===== src/rtl/map_pkg.sv =====
// Shared cell codes and scan state encoding for the maze map scanner.
// Imported by map_scan_ctrl.
package map_pkg;

    localparam logic [6:0] CELL_START = 7'h3F;
    localparam logic [6:0] CELL_GOAL  = 7'h00;
    localparam int         WALL_BIT   = 6;

    typedef enum logic [2:0] {
        IDLE,
        RD,
        WAIT,
        FEED,
        DONE
    } scan_state_t;

endpackage


===== src/rtl/map_scan_ctrl.sv =====
// Walks the map RAM cell by cell, feeds the search stage and latches start/goal.
// Optional wall counter enabled by defining MAP_SCAN_WALL_CNT_EN.
module map_scan_ctrl
    import map_pkg::*;
#(
    parameter int CELLS  = 100,
    parameter int ADDR_W = 7,
    parameter int DATA_W = 7,
    parameter int RD_LAT = 1
) (
    input  logic              m_clock,
    input  logic              p_reset,
    input  logic              scan_req,
    output logic              scan_busy,
    output logic              scan_done,
    output logic [ADDR_W-1:0] mem_addr,
    output logic              mem_rd,
    input  logic [DATA_W-1:0] mem_rdata,
    output logic [DATA_W-1:0] blk_map,
    output logic [ADDR_W-1:0] blk_now,
    output logic              blk_do,
    input  logic [ADDR_W-1:0] blk_start,
    input  logic [ADDR_W-1:0] blk_goal,
    output logic [ADDR_W-1:0] start_pos,
    output logic [ADDR_W-1:0] goal_pos,
    output logic              start_found,
    output logic              goal_found,
    output logic              err_dup,
    output logic              err_missing,
    output logic [ADDR_W-1:0] wall_cnt
);

    localparam int WCW = (RD_LAT > 1) ? $clog2(RD_LAT) : 1;
    localparam logic [ADDR_W-1:0] LAST  = ADDR_W'(CELLS - 1);
    localparam logic [WCW-1:0]    WLAST = WCW'(RD_LAT - 1);

    scan_state_t       state;
    logic [ADDR_W-1:0] idx;
    logic [WCW-1:0]    wcnt;

    logic is_start;
    logic is_goal;
    logic sf_nx;
    logic gf_nx;

    assign is_start = (blk_map == DATA_W'(CELL_START));
    assign is_goal  = (blk_map == DATA_W'(CELL_GOAL));
    // Include the last cell's markers so err_missing lands with scan_done
    assign sf_nx    = start_found | is_start;
    assign gf_nx    = goal_found | is_goal;

    always_ff @(posedge m_clock or negedge p_reset) begin
        if (!p_reset) begin
            state       <= IDLE;
            idx         <= '0;
            wcnt        <= '0;
            scan_busy   <= 1'b0;
            scan_done   <= 1'b0;
            mem_addr    <= '0;
            mem_rd      <= 1'b0;
            blk_map     <= '0;
            blk_now     <= '0;
            blk_do      <= 1'b0;
            start_pos   <= '0;
            goal_pos    <= '0;
            start_found <= 1'b0;
            goal_found  <= 1'b0;
            err_dup     <= 1'b0;
            err_missing <= 1'b0;
        end else begin
            mem_rd    <= 1'b0;
            blk_do    <= 1'b0;
            scan_done <= 1'b0;
            unique case (state)
                IDLE: begin
                    if (scan_req) begin
                        state       <= RD;
                        idx         <= '0;
                        mem_addr    <= '0;
                        mem_rd      <= 1'b1;
                        scan_busy   <= 1'b1;
                        start_pos   <= '0;
                        goal_pos    <= '0;
                        start_found <= 1'b0;
                        goal_found  <= 1'b0;
                        err_dup     <= 1'b0;
                        err_missing <= 1'b0;
                    end
                end
                RD: begin
                    state <= WAIT;
                    wcnt  <= '0;
                end
                WAIT: begin
                    if (wcnt == WLAST) begin
                        state   <= FEED;
                        blk_map <= mem_rdata;
                        blk_now <= idx;
                        blk_do  <= 1'b1;
                    end else begin
                        wcnt <= wcnt + 1'b1;
                    end
                end
                FEED: begin
                    if (is_start) begin
                        if (!start_found) begin
                            start_pos   <= blk_start;
                            start_found <= 1'b1;
                        end else begin
                            err_dup <= 1'b1;
                        end
                    end
                    if (is_goal) begin
                        if (!goal_found) begin
                            goal_pos   <= blk_goal;
                            goal_found <= 1'b1;
                        end else begin
                            err_dup <= 1'b1;
                        end
                    end
                    if (idx == LAST) begin
                        state       <= DONE;
                        scan_done   <= 1'b1;
                        err_missing <= !(sf_nx & gf_nx);
                    end else begin
                        state    <= RD;
                        idx      <= idx + 1'b1;
                        mem_addr <= idx + 1'b1;
                        mem_rd   <= 1'b1;
                    end
                end
                DONE: begin
                    state     <= IDLE;
                    scan_busy <= 1'b0;
                end
                default: state <= IDLE;
            endcase
        end
    end

`ifdef MAP_SCAN_WALL_CNT_EN
    always_ff @(posedge m_clock or negedge p_reset) begin
        if (!p_reset) begin
            wall_cnt <= '0;
        end else if (state == IDLE && scan_req) begin
            wall_cnt <= '0;
        end else if (state == FEED && blk_map[WALL_BIT]
                     && wall_cnt != '1) begin
            wall_cnt <= wall_cnt + 1'b1;
        end
    end
`else
    assign wall_cnt = '0;
`endif

endmodule


===== config.mk =====
export PLATFORM = sky130hd
export DESIGN_NAME = map_scan_ctrl
export DESIGN_NICKNAME = d
export VERILOG_FILES = /design/src/rtl/map_pkg.sv /design/src/rtl/map_scan_ctrl.sv
export SDC_FILE = /design/constraint.sdc
export NUM_CORES = 1
export LEC_CHECK = 0
export ABC_AREA = 0
export BUFFER_PORTS_ARGS = -buffer_cell sky130_fd_sc_hd__buf_2
export CORE_ASPECT_RATIO = 0.7
export CORE_MARGIN = 10
export CORE_UTILIZATION = 44
export DETAILED_ROUTE_END_ITERATION = 7
export PLACE_DENSITY = 0.75
export SLEW_MARGIN = 20
export SYNTH_ARGS = -nofsm -noshare
export SYNTH_HDL_FRONTEND = slang
export SYNTH_SLANG_ARGS = --single-unit
export TNS_END_PERCENT = 5

===== constraint.sdc =====
create_clock -name m_clock -period 1.6 [get_ports m_clock]
set_clock_uncertainty 0.1 [all_clocks]
set_input_delay 0.32 -clock m_clock [delete_from_list [all_inputs] [get_ports m_clock]]
set_output_delay 0.32 -clock m_clock [all_outputs]
set_load 0.02 [all_outputs]

==> results.cfg <==
[clock_network]
cts_buffers = 5
htree_levels = 2
cts_sinks = 46
root_buffer = clkbuf_8
cts.clk_slew.worst_paths_ps = 80
cts_setup_buffers = 0
cts_tree = yes
clk_latency_ps = 290
cts_buffer_depth = 2

[worst_setup_path]
critPathCaptureType = flop
worstPathRequired_ps = 1670
crit_buf_inv = 1
cp_top_family = simple AND/OR/NAND/NOR gates
slowest_delay_ps = 570
startpoint_type = flop
crit_path_max_fanout = 14
cp_cell_sequence = or4_4 > nor4_4 > buf_12 > o21ai_0
crit_arrival_ps = 1740
cpMaxStageDelayCell = or4_4
critical_path_class = flop to flop

[die]
core_sq_um = 4400
ioPinCount = 74
die_h_microns = 76.8
initial_core_util_pct = 46.1
fp.dieW_microns = 101
dieArea_sq_um = 7770
row_count = 20

[routing]
wl_microns = 4810
viasPerCell = 4.93
antenna_left = 0
first_pass_iters = 4
wl_per_cell_microns = 14.7
drtIter0Drc = 94
drc_errors = 0
vias = 1616

[logic_synthesis]
synth.most_common_cell = dfrtp_1
synth_warnings = 0
yosysTopAreaCell = dfrtp_1
synth_ff_type = dfrtp_1
synth_top_area_share_pct = 56.7
synthArstFlopShare_pct = 100
ys_top_cells_by_area = dfrtp_1 57%, mux2_2 7.8%, nand2_1 6.7%
synth.distinct_cells = 37
netlist_area_sq_um = 2030
ys_seq_elements = 46
synth-compound-area-share_pct = 6.47
syn_inst = 183
synth_mux_area_share_pct = 9.25
synth_top_family_by_area = simple AND/OR/NAND/NOR gates
avgSynthCellArea_sq_um = 11.1
post_synth_fa_ha_maj_area_fraction_pct = 0.617
synth_edf_count = 0
synth_xor_area_share_pct = 1.73
yosys.area_share.simple_pct = 18.8
seq_area_frac_synth_pct = 56.7
synth_common_cells = 46 x dfrtp_1, 36 x nand2_1, 15 x nor2_1, 14 x mux2_2, 13 x o21ai_0

[status]
status = finished, violations left
violations = setup timing

[timing]
fin_ws_ps = -64.0
fin_crit_sh_pct = 104
fmax_ghz = 0.601
fin_tns_setup_ps = -345
setup_viol = 7
hold_viol = 0
grt_setup_unrepaired = true
drv_slew = 0
post-route-min-period_ps = 1660
whs_ps = 125

[pwr]
peakVddDrop_mv = 1.09
p_leak_nw = 1.40
p_per_area_nw_per_um2 = 1720
power_mw = 4.67

[place]
io_buffers = 66
post-place-ws_ps = -63.3
gp_congestion = 0.854
dp_hpwl_microns = 3800
dpl_cell_area_sq_um = 2570
dp.cells = 319

[layout]
area_growth_pct = 33.8
final_core_util_pct = 61.7
drive_gt1_share_pct = 49.1
diodes = 0
nets = 297
stdcell_count = 328
design_area_sq_um = 2720

[grt]
grt_max_degree = 47
grt_pass1_vias = 1663
antenna_found_initial = 0
grt_overflow = 0
grt_pass1_wl_microns = 8280
grt_use_total_pct = 12.8

[job]
drv_cap = 0

[worst_hold_path]
hp-class = input pin to flop
[final cells by class]
type / instances / area [sq um]
clock buffers: 7 / 96.3
clock inverters: 1 / 8.76
fillers: 388 / 1690
inverters: 2 / 7.51
multi-input cells: 125 / 808
flip-flops and latches: 46 / 1160
well taps: 55 / 68.8
repair buffers: 92 / 566
[power breakdown]
part | internal [mW] | total (mW) | switching, mW
combinational | 0.915 | 2.11 | 1.19
clock | 0.396 | 0.771 | 0.375
sequential | 1.53 | 1.79 | 0.262
total | 2.84 | 4.67 | 1.83
[cells by family (layout without fill, tap and decap cells)]
group | Yosys count | after routing
DFF | 46 | 46
muxes | 17 | 17
AOI/OAI and AO/OA | 22 | 22
other | 1 | 7
and+or+nand+nor | 74 | 74
adders and majority gates | 1 | 1
xor gates and xnor gates | 4 | 4
buffers and inverters | 18 | 102
[final timing paths]
kind,from,end,slack [ps],cells after the start
min reg2reg,blk_now[5]$_DFFE_PN0P_,blk_now[5]$_DFFE_PN0P_,410,1
max reg2reg,blk_map[5]$_DFFE_PN0P_,goal_pos[2]$_DFFE_PN0P_,-60,4
max in group asynchronous,p_reset,idx[1]$_DFFE_PN0P_,740,3
min in group asynchronous,p_reset,blk_now[5]$_DFFE_PN0P_,420,3
max,blk_map[5]$_DFFE_PN0P_,goal_pos[2]$_DFFE_PN0P_,-60,4
min,blk_start[5],start_pos[5]$_DFFE_PN0P_,120,3
[flip-flops by register name, summed over array words and instances, names as in the netlist, 3 cells and up]
| register | flops |
|---|---|
| start_pos | 7 |
| blk_now | 7 |
| goal_pos | 7 |
| state | 3 |
| blk_map | 7 |
| idx | 7 |
[cells in the final DEF (no fill, tap or decap), types with 2 or more instances in the layout]
| cell | instances |
|---|---|
| nand2_1 | 36 |
| nor2_1 | 14 |
| clkbuf_8 | 7 |
| dfrtp_1 | 38 |
| a21oi_1 | 3 |
| o21ai_1 | 2 |
| nand4b_1 | 2 |
| dfrtp_2 | 8 |
| conb_1 | 7 |
| mux2_2 | 14 |
| xor2_1 | 2 |
| nand3_1 | 6 |
| mux2i_1 | 3 |
| xnor2_1 | 2 |
| buf_4 | 22 |
| or3_4 | 3 |
| buf_12 | 3 |
| nor3_1 | 2 |
| buf_2 | 66 |
| o21ai_0 | 11 |
| inv_1 | 2 |
| o21ai_2 | 2 |
[worst register-to-register path, cell delays in order, from the launching register on]
cell and delay [ps]:
dfrtp_2 410, or4_4 570, nor4_4 200, buf_12 170
o21ai_0 90
[timing repair]
| action | CTS | global route |
|---|---|---|
| setup endpoints to repair | 9 | 36 |
| pin swaps | 0 | 2 |
| gates resized for setup | 1 | 7 |
| endpoints found under the hold margin | 46 | 0 |
| hold buffers | 1 | 0 |
[per-layer routing]
metal / global-route usage, % / up-vias / part of all wire, %
met5: 0 / - / 0
met1: 16.5 / 778 / 44
li1: - / 788 / -
met3: 3.94 / 5 / 6.5
met2: 19.9 / 45 / 48
met4: 4.17 / 0 / 1.1
No activity file was read; power rests on OpenSTA's default activity.
